--- src/rtl/bus_latency_shaper.sv ---
// In-order request delay queue: holds up to Depth accepted host requests and releases
// each one after its own delay, never earlier than one cycle after its predecessor.
module bus_latency_shaper #(
    parameter int unsigned DataWidth    = 32,
    parameter int unsigned AddressWidth = 32,
    parameter int unsigned NrHosts      = 1,
    parameter int unsigned NrDevices    = 1,
    parameter int unsigned Depth        = 4,
    parameter int unsigned CntWidth     = 6,
    parameter int unsigned MemDeviceIdx = 0,
    parameter int unsigned PeriphDelay  = 0,
    localparam int unsigned HostSelW    = NrHosts > 1 ? $clog2(NrHosts) : 1,
    localparam int unsigned DevSelW     = NrDevices > 1 ? $clog2(NrDevices) : 1,
    localparam int unsigned OccW        = $clog2(Depth + 1)
) (
    input  logic                    clk_i,
    input  logic                    rst_ni,
    input  logic                    host_req_i,
    output logic                    host_gnt_o,
    input  logic [AddressWidth-1:0] host_addr_i,
    input  logic                    host_we_i,
    input  logic [DataWidth/8-1:0]  host_be_i,
    input  logic [DataWidth-1:0]    host_wdata_i,
    input  logic [HostSelW-1:0]     host_sel_i,
    input  logic [DevSelW-1:0]      device_sel_i,
    input  logic [CntWidth-1:0]     cfg_mem_delay_i,
    input  logic                    cfg_bypass_i,
    output logic                    dly_req_o,
    output logic [AddressWidth-1:0] dly_addr_o,
    output logic                    dly_we_o,
    output logic [DataWidth/8-1:0]  dly_be_o,
    output logic [DataWidth-1:0]    dly_wdata_o,
    output logic [HostSelW-1:0]     dly_host_sel_o,
    output logic [DevSelW-1:0]      dly_device_sel_o,
    output logic [OccW-1:0]         occupancy_o
);

    localparam int unsigned PtrW = Depth > 1 ? $clog2(Depth) : 1;
    localparam int unsigned BeW  = DataWidth / 8;

    logic [AddressWidth-1:0] addr_q  [Depth];
    logic                    we_q    [Depth];
    logic [BeW-1:0]          be_q    [Depth];
    logic [DataWidth-1:0]    wdata_q [Depth];
    logic [HostSelW-1:0]     hsel_q  [Depth];
    logic [DevSelW-1:0]      dsel_q  [Depth];
    logic [CntWidth-1:0]     cnt_q   [Depth];

    logic [PtrW-1:0] head_q, tail_q;
    logic [OccW-1:0] occ_q;
    logic            accept;
    logic            pop;
    logic [CntWidth-1:0] new_dly;

    function automatic logic [PtrW-1:0] ptr_inc(input logic [PtrW-1:0] p);
        if (p == PtrW'(Depth - 1)) begin
            return '0;
        end
        return p + 1'b1;
    endfunction

    // Grant depends on occupancy only, so a full queue refuses even while its head leaves.
    assign host_gnt_o  = rst_ni & (occ_q < OccW'(Depth));
    assign accept      = host_req_i & host_gnt_o;
    assign occupancy_o = occ_q;

    // Delay for the entry accepted this cycle and release condition for the head.
    always_comb begin
        new_dly = CntWidth'(PeriphDelay);
        if (cfg_bypass_i) begin
            new_dly = '0;
        end else if (device_sel_i == DevSelW'(MemDeviceIdx)) begin
            new_dly = cfg_mem_delay_i;
        end
        pop = (occ_q != '0) && (cnt_q[head_q] == '0);
    end

    // Control state: pointers, occupancy, per-entry counters and registered release outputs.
    always_ff @(posedge clk_i) begin
        if (!rst_ni) begin
            head_q           <= '0;
            tail_q           <= '0;
            occ_q            <= '0;
            dly_req_o        <= 1'b0;
            dly_addr_o       <= '0;
            dly_we_o         <= 1'b0;
            dly_be_o         <= '0;
            dly_wdata_o      <= '0;
            dly_host_sel_o   <= '0;
            dly_device_sel_o <= '0;
            for (int unsigned i = 0; i < Depth; i++) begin
                cnt_q[i] <= '0;
            end
        end else begin
            // Every counter runs down independently; a fresh accept overrides its slot.
            for (int unsigned i = 0; i < Depth; i++) begin
                if (cnt_q[i] != '0) begin
                    cnt_q[i] <= cnt_q[i] - 1'b1;
                end
            end
            if (accept) begin
                cnt_q[tail_q] <= new_dly;
                tail_q        <= ptr_inc(tail_q);
            end
            dly_req_o <= pop;
            if (pop) begin
                dly_addr_o       <= addr_q[head_q];
                dly_we_o         <= we_q[head_q];
                dly_be_o         <= be_q[head_q];
                dly_wdata_o      <= wdata_q[head_q];
                dly_host_sel_o   <= hsel_q[head_q];
                dly_device_sel_o <= dsel_q[head_q];
                head_q           <= ptr_inc(head_q);
            end else begin
                dly_addr_o       <= '0;
                dly_we_o         <= 1'b0;
                dly_be_o         <= '0;
                dly_wdata_o      <= '0;
                dly_host_sel_o   <= '0;
                dly_device_sel_o <= '0;
            end
            if (accept && !pop) begin
                occ_q <= occ_q + 1'b1;
            end else if (!accept && pop) begin
                occ_q <= occ_q - 1'b1;
            end
        end
    end

    // Payload storage needs no reset: a slot is only read after it has been written.
    always_ff @(posedge clk_i) begin
        if (accept) begin
            addr_q[tail_q]  <= host_addr_i;
            we_q[tail_q]    <= host_we_i;
            be_q[tail_q]    <= host_be_i;
            wdata_q[tail_q] <= host_wdata_i;
            hsel_q[tail_q]  <= host_sel_i;
            dsel_q[tail_q]  <= device_sel_i;
        end
    end

endmodule
--- config.mk ---
export PLATFORM = sky130hd
export DESIGN_NAME = bus_latency_shaper
export DESIGN_NICKNAME = d
export VERILOG_FILES = /design/src/rtl/bus_latency_shaper.sv
export SDC_FILE = /design/constraint.sdc
export NUM_CORES = 1
export LEC_CHECK = 0
export CAP_MARGIN = 30
export CORE_ASPECT_RATIO = 1.4
export CORE_MARGIN = 4
export CORE_UTILIZATION = 35
export CTS_BUF_LIST = sky130_fd_sc_hd__clkbuf_8
export DETAILED_ROUTE_END_ITERATION = 16
export PLACE_DENSITY = 0.53
export SETUP_SLACK_MARGIN = 0.05
export SLEW_MARGIN = 20
export SYNTH_ARGS = -nofsm -noshare
export SYNTH_HDL_FRONTEND = slang
export SYNTH_SLANG_ARGS = --single-unit
--- constraint.sdc ---
create_clock -name clk_i -period 3.7 [get_ports clk_i]
set_input_delay 0.74 -clock clk_i [delete_from_list [all_inputs] [get_ports clk_i]]
set_output_delay 0.74 -clock clk_i [all_outputs]
set_load 0.02 [all_outputs]
# --- Word level (Yosys, flattened, before mapping) ---
# Memory sizes are Yosys's and may differ from the RTL's. A register that Yosys moved wholly into a read port is not among the register bits.
# Cells that the tools add are included.
totals:
  n_memories: 7
  input_bits: 81
  out_inout_bits: 76
  register_bits: 8
  mem_bits_rw: 308
op_classes:
  order_cmp: 1
  bitwise: 6
  n_addsub: 8
  eq_ne: 2
  n_reduce_logical: 19
  n_mux: 37
mem_list:
  columns: ["name", "depth", "width", "read_ports", "rd_ports_with_merged_regs", "wr", "line_no", "rtl"]
  rows:
  - ["addr_q", 4, 32, 1, 1, 1, "41", "logic [AddressWidth-1:0] addr_q [Depth];"]
  - ["wdata_q", 4, 32, 1, 1, 1, "44", "logic [DataWidth-1:0] wdata_q [Depth];"]
  - ["cnt_q", 4, 6, 5, 1, 5, "47", "logic [CntWidth-1:0] cnt_q [Depth];"]
  - ["be_q", 4, 4, 1, 1, 1, "43", "logic [BeW-1:0] be_q [Depth];"]
  - ["dsel_q", 4, 1, 1, 1, 1, "46", "logic [DevSelW-1:0] dsel_q [Depth];"]
  - ["hsel_q", 4, 1, 1, 1, 1, "45", "logic [HostSelW-1:0] hsel_q [Depth];"]
  - ["+1 memories", null, null, null, null, null, null, null]
op_table:
  columns: ["op", "count"]
  rows:
  - ["$mux W6", 6]
  - ["$reduce_bool A6 Y1", 4]
  - ["$sub A6 B1 Y6 const B", 4]
  - ["$mux W1", 23]
  - ["$mux W2", 6]
  - ["$logic_not A1 Y1", 8]
  - ["$logic_not A6 Y1", 1]
  - ["$mux W3", 2]
  - ["$add A2 B1 Y2 const B", 2]
  - ["$eq A2 B2 Y1 const B", 2]
  - ["$or A1 B1 Y1", 4]
  - ["$add A3 B1 Y3 const B", 1]
  - ["$logic_and A1 B1 Y1", 3]
  - ["$lt A3 B3 Y1 const B", 1]
  - ["$reduce_bool A3 Y1", 1]
  - ["$sub A3 B1 Y3 const B", 1]
  - ["$and A1 B1 Y1", 2]
  - ["$reduce_and A2 Y1", 1]
  - ["$reduce_bool A2 Y1", 1]

# --- Longest topological paths before layout ---
depth:
  depth_word: 7
  ltp_mapped: 10
  depth_no_buf: 10

# --- Least setup slack after synthesis ---
# OpenSTA, ideal clock, no wires.
synth_path:
  kind: "input-to-reg"
  startpoint: "input port rst_ni"
  endpoint: "memory cnt_q[2][0] (enable)"
  stages: 7
  path_slack_ns: -0.191
  n_path_buf: 2
  setup_time_ns: 0.319
  t_arrival_ns: 3.572
  cell_sequence: "buf_2 nor2b_1 and2_1 buf_2 nand2_1 inv_1 or3_1"
synth_lines:
  columns: ["element", "line_no", "rtl"]
  rows:
  - ["start, declared", "17", "input logic rst_ni,"]
  - ["end, declared", "47", null]

# --- Worst setup path in the final report ---
layout_path:
  startpoint: "input port rst_ni"
  endpoint: "output port host_gnt_o"
layout_between:
  elab_chain_cells: 1
layout_lines:
  columns: ["element", "line_no", "rtl"]
  rows:
  - ["$and A1 B1 Y1", "63", "assign host_gnt_o = rst_ni & (occ_q < OccW'(Depth));"]
  - ["end, declared", "19", "output logic host_gnt_o,"]
# Every way passes these cells.

==> impl_metrics.xml <==
<?xml version="1.0" encoding="UTF-8"?>
<metrics>
  <group name="outcome">
    <metric name="outcome" unit="">complete, no violations</metric>
  </group>
  <group name="setup_path">
    <metric name="cp_common_cell" unit="">sky130_fd_sc_hd__clkdlybuf4s50_1</metric>
    <metric name="critical_path.cell_chain" unit="">clkdlybuf4s50_1 -&gt; nor2b_1 -&gt; clkdlybuf4s50_1</metric>
    <metric name="cp_data_required_time" unit="ps">2960</metric>
    <metric name="timing.critical_path.arrival" unit="ps">2000</metric>
    <metric name="count_of_buffer_and_inverter_cells_on_the_critical_path" unit="">2</metric>
    <metric name="worstPathMaxFanout" unit="">2</metric>
    <metric name="crit_path_start_kind" unit="">input pin</metric>
    <metric name="critPathKind" unit="">input pin to primary output</metric>
    <metric name="worst_path_largest_cell_delay" unit="ps">630</metric>
    <metric name="cp_top_family" unit="">buffers and inverters</metric>
    <metric name="crit_path_top_delay_cell" unit="">sky130_fd_sc_hd__clkdlybuf4s50_1</metric>
    <metric name="worst_setup_path_end_kind" unit="">primary output</metric>
  </group>
  <group name="global_route">
    <metric name="grt.met3_usage" unit="%">2.50</metric>
    <metric name="antenna_violations_before_repair" unit="">1</metric>
    <metric name="grt.busiest_layer" unit="">met2</metric>
    <metric name="grt_first_pass_wirelength" unit="mm">45.8</metric>
    <metric name="globalRouteMet1Util" unit="%">16.2</metric>
    <metric name="grt_start_max_net_pins" unit="">57</metric>
    <metric name="total_overflow_reported_by_the_global_router" unit="">0</metric>
    <metric name="grtUsageMet2" unit="%">25.1</metric>
    <metric name="grt_util_all_layers" unit="%">13.8</metric>
    <metric name="grt_pass1_vias" unit="">7760</metric>
  </group>
  <group name="route">
    <metric name="wl_per_cell" unit="um">19.8</metric>
    <metric name="wirelength" unit="mm">29.7</metric>
    <metric name="drt_pre_antenna_iters" unit="">4</metric>
    <metric name="drt_first_iter_violations" unit="">331</metric>
    <metric name="detail_route_antenna_nets" unit="">0</metric>
    <metric name="route.detailed.drc" unit="">0</metric>
    <metric name="vias" unit="">6939</metric>
    <metric name="viasPerCell" unit="">4.64</metric>
  </group>
  <group name="placed_design">
    <metric name="numPortBuffers" unit="">156</metric>
    <metric name="detailed_place_hpwl" unit="mm">18.7</metric>
    <metric name="numPlacedInstances" unit="">1385</metric>
    <metric name="place.gp.congestion" unit="">0.756</metric>
    <metric name="post_dp_cell_area" unit="um^2">16500</metric>
  </group>
  <group name="synth">
    <metric name="synth_area" unit="um^2">14200</metric>
    <metric name="yosysTopAreaCellShare" unit="%">65.3</metric>
    <metric name="ys_warn_count" unit="">0</metric>
    <metric name="synth_top_cells_by_count" unit="">sky130_fd_sc_hd__edfxtp_1 (308), sky130_fd_sc_hd__dfxtp_1 (81), sky130_fd_sc_hd__mux4_2 (71), sky130_fd_sc_hd__nor2b_1 (39), sky130_fd_sc_hd__nor2b_2 (28)</metric>
    <metric name="synth_top_cells_by_area" unit="">sky130_fd_sc_hd__edfxtp_1 (65%), sky130_fd_sc_hd__dfxtp_1 (11%), sky130_fd_sc_hd__mux4_2 (11%)</metric>
    <metric name="syn_avg_cell_area" unit="um^2">20.0</metric>
    <metric name="ys_seq_elements" unit="">389</metric>
    <metric name="dominantRegCellSynth" unit="">sky130_fd_sc_hd__edfxtp_1</metric>
    <metric name="async_set_or_reset_flop_fraction_in_the_synthesized_netlist" unit="%">0</metric>
    <metric name="synth.distinct_cells" unit="">35</metric>
    <metric name="synth-seq-area-share" unit="%">76.8</metric>
    <metric name="synth_fp_nets" unit="">805</metric>
    <metric name="netlist.top_cell.by_area" unit="">sky130_fd_sc_hd__edfxtp_1</metric>
    <metric name="synthesis.instances" unit="">709</metric>
    <metric name="synth-edff-count" unit="">308</metric>
    <metric name="post-synth-top-count-cell" unit="">sky130_fd_sc_hd__edfxtp_1</metric>
  </group>
  <group name="clock_network">
    <metric name="cts_resized" unit="">0</metric>
    <metric name="htree_num_levels" unit="">2</metric>
    <metric name="post_cts_setup_repair_bufs" unit="">0</metric>
    <metric name="clock-root-buffer" unit="">sky130_fd_sc_hd__clkbuf_8</metric>
    <metric name="clock_sinks" unit="">389</metric>
    <metric name="cts_tree" unit="">done</metric>
    <metric name="cts.path.max_buffers" unit="">3</metric>
    <metric name="cts_inserted_buffers" unit="">58</metric>
    <metric name="insertion_delay" unit="ps">610</metric>
    <metric name="clk_pin_slew" unit="ps">60</metric>
    <metric name="cts_hold_buf" unit="">0</metric>
  </group>
  <group name="sta">
    <metric name="unrepaired_setup_endpoints_after_global_routing" unit="">no</metric>
    <metric name="layout_min_cycle_time" unit="ps">2740</metric>
    <metric name="slew_violations" unit="">0</metric>
    <metric name="setup_viol" unit="">0</metric>
    <metric name="clock-skew-final" unit="ps">22.6</metric>
    <metric name="tns" unit="ps">0</metric>
    <metric name="timing.slew.headroom" unit="%">53.7</metric>
    <metric name="finalCritPeriodShare" unit="%">74.0</metric>
    <metric name="achievable-frequency" unit="GHz">0.365</metric>
    <metric name="final_hold_violating_endpoints" unit="">0</metric>
    <metric name="tightestPinTransition" unit="ps">692</metric>
  </group>
  <group name="die">
    <metric name="die-width" unit="um">178</metric>
    <metric name="chipHeight" unit="um">246</metric>
    <metric name="floorplan.initialDensity" unit="%">35.7</metric>
    <metric name="pin_count" unit="">157</metric>
    <metric name="die_area" unit="um^2">43800</metric>
    <metric name="placeable_core_area" unit="um^2">39700</metric>
    <metric name="num_rows" unit="">86</metric>
  </group>
  <group name="finish">
    <metric name="fin_util" unit="%">44.5</metric>
    <metric name="layout-drive-gt1-share" unit="%">21.1</metric>
    <metric name="flow.area_growth_from_synthesis" unit="%">24.6</metric>
    <metric name="design.final.nets" unit="">1013</metric>
    <metric name="fin_cells" unit="">1497</metric>
    <metric name="finish.instance_area" unit="um^2">17700</metric>
    <metric name="num-fill-cells" unit="">3476</metric>
  </group>
  <group name="pwr">
    <metric name="worst_ir_drop_vdd" unit="V">0.000252</metric>
    <metric name="leakage" unit="nW">5.80</metric>
    <metric name="power.density_cell_area" unit="nW/um^2">633</metric>
  </group>
  <group name="flow_run">
    <metric name="max_cap_viol_count" unit="">0</metric>
  </group>
  <group name="worst_hold_path">
    <metric name="min-delay-path-class" unit="">flip-flop to flip-flop</metric>
  </group>
</metrics>
[cells in the final DEF, fill, tap and decap left out, drive strengths merged, types with 3 or more instances in the layout]
master         count
nor2b             70
clkinvlp           3
ha                14
nor3               6
dfxtp             81
nand3              9
clkdlybuf4s50    156
mux4              71
nand2             23
o22ai             24
xnor2             10
inv               41
nor2              14
buf               17
mux2i              3
clkinv            20
xor2               8
or3                4
o21ai              3
edfxtp           308
clkbuf            64
[cell families (layout without fill, tap and decap cells)]
kind of cell / Yosys count / count (layout) / share of synthesized area [%]
fa+ha+maj: 15 / 15 / 1.38
compound gates: 33 / 33 / 1.55
simple gates: 136 / 136 / 6.07
mux: 74 / 74 / 11.5
flops: 389 / 389 / 76.8
buf+inv: 44 / 302 / 1.63
other cells: 0 / 2 / 0
xor+xnor: 18 / 18 / 1.11
[metal layers]
metal / part of all wire [%] / vias up
met2: 54 / 173
met1: 39 / 3523
met3: 4.5 / 53
li1: - / 3190
met4: 2.7 / 0
met5: 0 / -
[path summary, 6_finish.rpt]
| path | cells after the start | startpoint | to | slack (ps) |
|---|---|---|---|---|
| max | 3 | rst_ni | host_gnt_o | 960 |
| min | 2 | occupancy_o[2] | occupancy_o[2] | 550 |
| max reg2reg | 10 | cnt_q[3][2] | occupancy_o[2] | 1100 |
| min reg2reg | 2 | occupancy_o[2] | occupancy_o[2] | 550 |
[metrics by stage]
step	total power, mW	hold WS, ps	setup WS, ps
floorplan	7.19	506	62.6
global placement	8.04	544	498
finish	11.2	548	963
detailed placement	8.08	547	432
CTS	11.4	559	957
global route	11.8	599	905
[final cells by class]
class	count	area, um^2	share of cell area, %
sequential	389	10900	61.6
multi-input combinational	276	3070	17.4
timing repair buffer	173	1860	10.5
clock buffer	64	881	4.99
tap	528	661	3.74
clock inverter	46	219	1.24
inverter	19	81.3	0.461
antenna	2	5.00	0.0284
[power breakdown]
group | switching, mW | total (mW) | internal [mW]
Clock | 1.59 | 3.25 | 1.66
Combinational | 1.14 | 2.44 | 1.29
Sequential | 0.284 | 5.49 | 5.21
[flip-flops by register name, summed over array words and instances (netlist names), 3 cells and up, named ones only]
| signal | count |
|---|---|
| cnt_q | 24 |
| occupancy_o | 3 |
| addr_q | 128 |
| be_q | 16 |
| hsel_q | 4 |
| dly_addr_o | 32 |
| dly_be_o | 4 |
| dsel_q | 4 |
| we_q | 4 |
| wdata_q | 128 |
| dly_wdata_o | 32 |
[tightest hold or removal path, stage by stage, from the launching register on]
cell,delay [ps]
sky130_fd_sc_hd__dfxtp_1,350
sky130_fd_sc_hd__o21ai_0,90
sky130_fd_sc_hd__a21oi_1,60
(Power assumes the default switching activity.)
